===== config.mk =====
export PLATFORM = sky130hd
export DESIGN_NAME = race_sequencer
export DESIGN_NICKNAME = d
export VERILOG_FILES = /design/src/rtl/race_sequencer.sv
export SDC_FILE = /design/constraint.sdc
export NUM_CORES = 1
export LEC_CHECK = 0
export ABC_AREA = 1
export CORE_AREA = 5 5 150 80
export DETAILED_ROUTE_END_ITERATION = 8
export DIE_AREA = 0 0 155 85
export GPL_TIMING_DRIVEN = 0
export PLACE_DENSITY_LB_ADDON = 0.2
export SETUP_SLACK_MARGIN = 0.15
export SLEW_MARGIN = 20
export SYNTH_ARGS = -nofsm -noshare
export SYNTH_HDL_FRONTEND = slang
export SYNTH_SLANG_ARGS = --single-unit

===== constraint.sdc =====
create_clock -name iVGA_CLK -period 3.5 [get_ports iVGA_CLK]
set_clock_uncertainty 0.2 [all_clocks]
set_input_delay 0.7 -clock iVGA_CLK [delete_from_list [all_inputs] [get_ports iVGA_CLK]]
set_output_delay 0.7 -clock iVGA_CLK [all_outputs]
set_load 0.05 [all_outputs]

===== src/rtl/race_sequencer.sv =====
// Game-flow controller: 30 Hz frame tick, idle/countdown/race/crash/over sequencing,
// bounding-box collision, lives and score. Optional pause state: RACE_SEQUENCER_PAUSE_EN.
module race_sequencer #(
    parameter int FRAME_DIV      = 833333,
    parameter int CD_STEP_FRAMES = 30,
    parameter int CRASH_FRAMES   = 60,
    parameter int LIVES          = 3,
    parameter int CAR_W          = 50,
    parameter int CAR_H          = 80,
    parameter int OBS_W          = 50,
    parameter int OBS_H          = 80
) (
    input  logic        iVGA_CLK,
    input  logic        iRST,
    input  logic        start_btn,
    input  logic [9:0]  car_h_pos,
    input  logic [8:0]  car_v_pos,
    input  logic [9:0]  obs_h_pos,
    input  logic [8:0]  obs_v_pos,
    output logic        reset_game,
    output logic        move_en,
    output logic        frame_tick,
    output logic [2:0]  state,
    output logic [1:0]  countdown,
    output logic [1:0]  lives,
    output logic [15:0] score
);

    localparam logic [2:0] S_IDLE      = 3'd0;
    localparam logic [2:0] S_COUNTDOWN = 3'd1;
    localparam logic [2:0] S_RACE      = 3'd2;
    localparam logic [2:0] S_CRASH     = 3'd3;
    localparam logic [2:0] S_OVER      = 3'd4;
    localparam logic [2:0] S_PAUSE     = 3'd5;

    localparam int DIV_W  = $clog2(FRAME_DIV + 1);
    localparam int FC_MAX = (CD_STEP_FRAMES > CRASH_FRAMES) ? CD_STEP_FRAMES : CRASH_FRAMES;
    localparam int FC_W   = $clog2(FC_MAX + 1);

    localparam logic [DIV_W-1:0] DIV_LAST   = DIV_W'(FRAME_DIV - 1);
    localparam logic [FC_W-1:0]  CD_LAST    = FC_W'(CD_STEP_FRAMES - 1);
    localparam logic [FC_W-1:0]  CRASH_LAST = FC_W'(CRASH_FRAMES - 1);
    localparam logic [1:0]       LIVES_INIT = 2'(LIVES);

    logic [DIV_W-1:0] r_div;
    logic             r_tick;
    logic             r_start_q;
    logic             r_start_edge;
    logic [2:0]       r_state;
    logic [1:0]       r_digit;
    logic [FC_W-1:0]  r_fcnt;
    logic [1:0]       r_lives;
    logic [15:0]      r_score;
    logic             r_reset_game;
    logic             r_move_en;
    logic [1:0]       r_countdown;

    logic [2:0]       w_state_n;
    logic [1:0]       w_digit_n;
    logic [FC_W-1:0]  w_fcnt_n;
    logic [1:0]       w_lives_n;
    logic [15:0]      w_score_n;
    logic             w_pause_toggle;
    logic             w_overlap;

    logic [10:0] w_car_l, w_car_r, w_car_t, w_car_b;
    logic [10:0] w_obs_l, w_obs_r, w_obs_t, w_obs_b;

    // Free-running frame divider; the tick is the registered terminal count.
    always_ff @(posedge iVGA_CLK or posedge iRST) begin
        if (iRST) begin
            r_div  <= '0;
            r_tick <= 1'b0;
        end else if (r_div == DIV_LAST) begin
            r_div  <= '0;
            r_tick <= 1'b1;
        end else begin
            r_div  <= r_div + DIV_W'(1);
            r_tick <= 1'b0;
        end
    end

    // The edge is registered so a press costs two cycles before the state reacts.
    always_ff @(posedge iVGA_CLK or posedge iRST) begin
        if (iRST) begin
            r_start_q    <= 1'b0;
            r_start_edge <= 1'b0;
        end else begin
            r_start_q    <= start_btn;
            r_start_edge <= start_btn & ~r_start_q;
        end
    end

`ifdef RACE_SEQUENCER_PAUSE_EN
    assign w_pause_toggle = r_start_edge;
`else
    assign w_pause_toggle = 1'b0;
`endif

    // Strict compares on 11-bit extents, so boxes that merely touch do not collide.
    assign w_car_l = {1'b0, car_h_pos};
    assign w_car_r = {1'b0, car_h_pos} + 11'(CAR_W);
    assign w_car_t = {2'b00, car_v_pos};
    assign w_car_b = {2'b00, car_v_pos} + 11'(CAR_H);
    assign w_obs_l = {1'b0, obs_h_pos};
    assign w_obs_r = {1'b0, obs_h_pos} + 11'(OBS_W);
    assign w_obs_t = {2'b00, obs_v_pos};
    assign w_obs_b = {2'b00, obs_v_pos} + 11'(OBS_H);

    assign w_overlap = (w_car_l < w_obs_r) && (w_obs_l < w_car_r) &&
                       (w_car_t < w_obs_b) && (w_obs_t < w_car_b);

    always_comb begin
        w_state_n = r_state;
        w_digit_n = r_digit;
        w_fcnt_n  = r_fcnt;
        w_lives_n = r_lives;
        w_score_n = r_score;
        case (r_state)
            S_IDLE, S_OVER: begin
                if (r_start_edge) begin
                    w_state_n = S_COUNTDOWN;
                    w_digit_n = 2'd3;
                    w_fcnt_n  = '0;
                    w_lives_n = LIVES_INIT;
                    w_score_n = 16'd0;
                end
            end
            S_COUNTDOWN: begin
                if (r_tick) begin
                    if (r_fcnt == CD_LAST) begin
                        w_fcnt_n = '0;
                        if (r_digit == 2'd1) begin
                            w_state_n = S_RACE;
                        end else begin
                            w_digit_n = r_digit - 2'd1;
                        end
                    end else begin
                        w_fcnt_n = r_fcnt + FC_W'(1);
                    end
                end
            end
            S_RACE: begin
                if (w_pause_toggle) begin
                    w_state_n = S_PAUSE;
                end else if (r_tick) begin
                    if (w_overlap) begin
                        w_state_n = S_CRASH;
                        w_lives_n = r_lives - 2'd1;
                        w_fcnt_n  = '0;
                    end else if (r_score != 16'hFFFF) begin
                        w_score_n = r_score + 16'd1;
                    end
                end
            end
            S_CRASH: begin
                if (r_tick) begin
                    if (r_fcnt == CRASH_LAST) begin
                        w_fcnt_n = '0;
                        if (r_lives == 2'd0) begin
                            w_state_n = S_OVER;
                        end else begin
                            w_state_n = S_COUNTDOWN;
                            w_digit_n = 2'd3;
                        end
                    end else begin
                        w_fcnt_n = r_fcnt + FC_W'(1);
                    end
                end
            end
            S_PAUSE: begin
                if (w_pause_toggle) begin
                    w_state_n = S_RACE;
                end
            end
            default: begin
                w_state_n = S_IDLE;
            end
        endcase
    end

    // Outputs are decoded from the next state so they change on the same edge as it.
    always_ff @(posedge iVGA_CLK or posedge iRST) begin
        if (iRST) begin
            r_state      <= S_IDLE;
            r_digit      <= 2'd3;
            r_fcnt       <= '0;
            r_lives      <= LIVES_INIT;
            r_score      <= 16'd0;
            r_reset_game <= 1'b1;
            r_move_en    <= 1'b0;
            r_countdown  <= 2'd0;
        end else begin
            r_state      <= w_state_n;
            r_digit      <= w_digit_n;
            r_fcnt       <= w_fcnt_n;
            r_lives      <= w_lives_n;
            r_score      <= w_score_n;
            r_reset_game <= (w_state_n == S_IDLE) || (w_state_n == S_COUNTDOWN);
            r_move_en    <= (w_state_n == S_RACE);
            r_countdown  <= (w_state_n == S_COUNTDOWN) ? w_digit_n : 2'd0;
        end
    end

    assign frame_tick = r_tick;
    assign state      = r_state;
    assign countdown  = r_countdown;
    assign lives      = r_lives;
    assign score      = r_score;
    assign reset_game = r_reset_game;
    assign move_en    = r_move_en;

endmodule

## After elaboration in Yosys (flattened, before gate mapping)

Cells that the tools add are included.
W data, S select, Z words.

| cells by class | value |
|---|---|
| add/sub/neg operators | 9 |
| magnitude comparators | 4 |
| equality and inequality tests | 19 |
| muxes and demuxes | 38 |
| bitwise gates (word level) | 2 |
| reduce and logical (&&, ||, !) cells | 13 |

Operator list:

| kind | number |
|---|---|
| $mux W16 | 4 |
| $mux W6 | 7 |
| $pmux W16 S2 | 1 |
| $mux W3 | 9 |
| $pmux W6 S4 | 1 |
| $add A10 B6 Y11 const B | 2 |
| $lt A10 B11 Y1 | 2 |
| $mux W2 | 11 |
| $add A20 B1 Y20 const B | 1 |
| $add A9 B7 Y10 const B | 2 |
| $eq A20 B20 Y1 const B | 1 |
| $lt A9 B10 Y1 | 2 |
| $mux W20 | 1 |
| $add A16 B1 Y16 const B | 1 |
| $ne A16 B16 Y1 const B | 1 |
| $pmux W3 S5 | 1 |
| $ne A2 B2 Y1 const B | 7 |
| $eq A3 B2 Y1 const B | 3 |
| $add A6 B1 Y6 const B | 1 |
| $eq A3 B1 Y1 const B | 2 |
| $eq A3 B3 Y1 const B | 2 |
| $eq A6 B5 Y1 const B | 1 |
| $eq A6 B6 Y1 const B | 1 |
| $logic_not A3 Y1 | 2 |
| other kinds (16) | 19 |

| word-level totals | value |
|---|---|
| register bits | 56 |
| bits of input ports | 41 |
| output and inout bits | 26 |
| logic and storage cells | 97 |

## Logic depth before layout (Yosys ltp)

| depth | value |
|---|---|
| depth after elaboration | 10 |
| gate-level depth with buffers | 18 |
| depth with buffers taken out | 17 |

## Worst setup path after synthesis

No wires, ideal clock.

| timing | value |
|---|---|
| path kind | input to register |
| from | input car_h_pos[5] |
| to | register r_score[15], in the netlist score[15] |
| library setup time | 118 ps |
| arrival | 2380 ps |
| required time | 3182 ps |
| slack | 801 ps |
| cell stages on the path | 17 |
| buffers on the path | 1 |
| cells stage by stage | nor2_1 nand2_2 nand2_1 xor2_1 ha_1 a21o_1 nand3_1 nand2_1 nor2_2 nand2_1 nor2_1 nand2_1 nand3_1 nand2_2 buf_6 nand3_1 nand2_1 |

| between the ends | value |
|---|---|
| cells in the longest elaborated chain, start to end | 7 |
| elaborated cells between the ends (all ways) | 8 |
| those cells by class | add/sub: 1; order compare: 2; eq/ne: 1; reduce/logical: 4 |

Ends and longest elaborated chain:

| what | RTL line | text |
|---|---|---|
| from (decl) | 16 | `input logic [9:0] car_h_pos,` |
| $add A10 B6 Y11 | 102 | `assign w_car_r = {1'b0, car_h_pos} + 11'(CAR_W);` |
| $lt A10 B11 Y1 | 110 | `assign w_overlap = (w_car_l < w_obs_r) && (w_obs_l < w_car_r) &&` |
| $logic_and A1 B1 Y1 * (2 in series) | 110 |  |
| $logic_and A1 B1 Y1 * | 111 | `(w_car_t < w_obs_b) && (w_obs_t < w_car_b);` |
| $ne A2 B2 Y1 (no line) * | - |  |
| $reduce_and A5 Y1 (no line) * | - |  |
| to (signal assigned) | 198 | `r_score <= w_score_n;` |
| to (decl) | 53 | `logic [15:0] r_score;` |

Every way passes the cells marked *; elsewhere a longest branch is shown, timed or not.
A chain may end at the register's enable or synchronous reset.

## Worst setup path after layout

| timing | value |
|---|---|
| from | input car_h_pos[5] |
| to | register r_fcnt[1] |

| between the ends | value |
|---|---|
| cells in the longest elaborated chain, start to end | 7 |
| elaborated cells between the ends (all ways) | 8 |
| those cells by class | add/sub: 1; order compare: 2; eq/ne: 1; reduce/logical: 4 |

Ends and longest elaborated chain:

| what | RTL line | text |
|---|---|---|
| $add A10 B6 Y11 | 102 |  |
| $lt A10 B11 Y1 | 110 |  |
| $logic_and A1 B1 Y1 * (2 in series) | 110 |  |
| $logic_and A1 B1 Y1 * | 111 |  |
| $ne A2 B2 Y1 (no line) * | - |  |
| $reduce_and A6 Y1 (no line) * | - |  |
| to (signal assigned) | 196 | `r_fcnt <= w_fcnt_n;` |
| to (decl) | 51 | `logic [FC_W-1:0] r_fcnt;` |

Marks and branches as above.

==> flow_metrics.py <==
metrics = {
    "synthesis": {
        "synth_fa_ha_area_frac": 0.118,
        "syn_nets": 715,
        "synthMuxAreaShare": 0,
        "yosysSeqAreaShare": 0.303,
        "ys_ff_latch": 56,
        "synth_compound_area_frac": 0.0592,
        "synth_top_family_by_area": "simple AND/OR/NAND/NOR gates",
        "async_reset_ff_frac": 1.00,
        "synth_cell_type_count": 38,
        "syn_area_mm2": 0.00465,
        "synth-edff-count": 0,
        "synth-simple-area-share": 0.365,
        "synthCells": 630,
        "synth_xor_area_frac": 0.0828,
        "yosysWarnings": 0,
        "yosys_most_used_dff": "dfrtp_1",
        "postSynthAreaPerCell_um2": 7.39,
    },
    "global_route": {
        "antenna_found_initial": 0,
        "grt_usage": 0.175,
        "grt_pass1_wl_um": 19300,
        "grt_overflow": 0,
        "grt_max_degree": 57,
        "first_global_vias": 4019,
    },
    "clock_tree": {
        "numCtsBuffers": 5,
        "cts_root_buffer": "clkbuf_16",
        "clockBufferDepth": 2,
        "clk_latency_ns": 0.29,
        "ctsResizeCount": 0,
        "clk_pin_slew_ns": 0.07,
        "cts_sinks": 56,
        "cts_hold_buf": 0,
        "h-tree-depth": 2,
        "cts_tree": "done",
        "post_cts_buffers": 0,
    },
    "power": {
        "power.total_mw": 1.49,
        "leakagePower_nw": 2.67,
        "clkPwrFrac": 0.384,
        "vdd_drop_max_mv": 0.256,
        "power_density_mw_per_mm2": 261,
        "internal_power_mw": 1.11,
        "power_switching_uw": 379,
        "combPwrFrac": 0.180,
        "p_seq_frac": 0.437,
        "switching_share": 0.255,
    },
    "critical_path": {
        "cp.required_ns": 3.48,
        "critPathLaunchType": "input port",
        "r2r-end": "score[15]",
        "cp_max_fo": 10,
        "critPathCaptureType": "flop",
        "critical_path_arrival_ns": 3.11,
        "r2r_setup_slack_ns": 1.23,
        "rr_worst_depth": 11,
        "cp-startpoint": "car_h_pos[5]",
        "critPathKind": "in2reg",
        "reg2reg_from": "score[0]",
    },
    "timing": {
        "rsz0062_at_grt": "false",
        "slew_violations": 0,
        "slew_headroom": 0.530,
        "whs_ns": 0.201,
        "worst_slew_pin_slew_ns": 0.706,
        "max_freq_mhz": 320,
        "final.setup.tns_ns": 0,
        "finalHoldViolCount": 0,
        "period_minus_slack_ns": 3.12,
        "setup_violations": 0,
        "period_share": 0.892,
        "worst_slack_ns": 0.376,
    },
    "floorplanning": {
        "dieArea_mm2": 0.0132,
        "rows": 27,
        "die_h_um": 85,
        "die_x_um": 155,
        "start_util": 0.437,
        "core-area_mm2": 0.0106,
        "io_pins": 67,
    },
    "drt": {
        "wl_per_cell_um": 13.4,
        "via_count": 4338,
        "drtIter0Drc": 325,
        "avgViaCountPerCell": 5.11,
        "drc": 0,
        "first_pass_iters": 5,
        "wl_um": 11400,
        "ant_nets": 0,
    },
    "finish": {
        "diodes": 0,
        "fillers": 1003,
        "drive_gt1_frac": 0.114,
        "final_util": 0.536,
        "nets": 788,
        "area_delta_synth_final_pct": 22.5,
    },
    "placed_design": {
        "dp_slack_ns": -0.0918,
        "gp_congestion": 0.913,
        "port_buffers": 66,
        "place.detailed.hpwl_um": 9110,
    },
    "run_status": {
        "status": "finished, final reports clean",
    },
    "job": {
        "max-cap-violations": 0,
    },
    "hold_path": {
        "min_to": "r_start_edge",
        "hp-class": "reg2reg",
        "holdCritStartpoint": "r_start_q",
        "min_path_cells": 1,
    },
}
[worst max-delay path: stages]
cell             delay (ns)
clkdlybuf4s50_1        0.54
nor2_2                 0.06
nand2_2                0.12
nand2_1                0.08
xor2_1                 0.14
ha_1                   0.29
a21o_1                 0.20
nand3_1                0.09
nand2_1                0.06
nor2_2                 0.12
nand2_1                0.06
nor2_1                 0.08
nand2_1                0.09
nand2_1                0.08
nand3_2                0.10
buf_6                  0.17
nand2_1                0.07
o21ai_2                0.05
[per-layer routing]
metal | GRT usage | vias up | share of wire
met5 | 0 | - | 0
met4 | 0.0280 | 0 | 0.012
met3 | 0.0331 | 16 | 0.064
met2 | 0.267 | 152 | 0.42
met1 | 0.262 | 1986 | 0.51
li1 | - | 2184 | -
[layout make-up]
type / count / area [um2] / area share
clock inverter: 2 / 35.0 / 0.00614
clock buffer: 6 / 129 / 0.0226
tap: 145 / 181 / 0.0318
inverter: 75 / 284 / 0.0498
timing repair buffer: 66 / 683 / 0.120
multi-input combinational: 493 / 2930 / 0.513
buffer: 6 / 56.3 / 0.00987
sequential: 56 / 1410 / 0.247
[worst max path at each step]
stage / end / cells after the start / slack (ns)
5_1_grt: r_fcnt[1] / 18 / 0.15
3_3_place_gp: score[15] / 18 / -0.04
4_1_cts: score[15] / 18 / 0.20
6_report: r_fcnt[1] / 18 / 0.38
2_1_floorplan: score[15] / 17 / 0.80
3_5_place_dp: score[15] / 18 / -0.09
[registers in the layout, summed over array words and instances, names as in the netlist]
| register | flops |
|---|---|
| countdown | 2 |
| r_digit | 2 |
| r_start_edge | 1 |
| reset_game | 1 |
| r_div | 20 |
| state | 3 |
| r_start_q | 1 |
| frame_tick | 1 |
| lives | 2 |
| move_en | 1 |
| r_fcnt | 6 |
| score | 16 |
[cell usage in the layout, fill, tap and decap left out, drive strengths merged, types with 13 or more instances in the layout]
cell / netlist / final
nand2: 159 / 159
nor2: 97 / 97
nand3: 56 / 56
xnor2: 13 / 13
o21ai: 23 / 23
dfrtp: 51 / 51
inv: 74 / 74
ha: 44 / 44
a21oi: 13 / 13
clkdlybuf4s50: 0 / 57
xor2: 31 / 31
nor3: 17 / 17
[synth_stat cells, drive strengths merged, types with 5 or more instances]
master  count  area, um2
a21o        7       52.6
buf         5       52.6
nand3      56        355
inv        74        278
ha         44        551
or2         7       43.8
xor2       31        272
nor3       17        111
o21ai      23        134
nand4       9       71.3
dfstp       5        131
dfrtp      51       1280
nand2     159        624
a21oi      13       65.1
nor4        7       43.8
xnor2      13        114
nor2       97        394
[metrics by stage]
| stage | instances | instance area (um2) |
|---|---|---|
| global placement | 841 | 5500 |
| floorplan | 630 | 4650 |
| detailed placement | 841 | 5500 |
| global route | 849 | 5700 |
| CTS | 849 | 5660 |
| finish | 849 | 5700 |
[cell families after synthesis]
kind of cell / count (synthesis)
AOI/OAI and AO/OA: 46
xor gates and xnor gates: 44
adders and majority gates: 44
buffers and inverters: 81
DFF: 56
and+or+nand+nor: 359
[power groups by stage]
stage	Clock (mW)	Combinational [mW]	Sequential [mW]
floorplan	0	0.160	0.661
global placement	0	0.252	0.661
detailed placement	0	0.266	0.661
CTS	0.585	0.268	0.649
global route	0.614	0.307	0.649
finish	0.570	0.267	0.649
No activity file was read; power rests on OpenSTA's default activity.
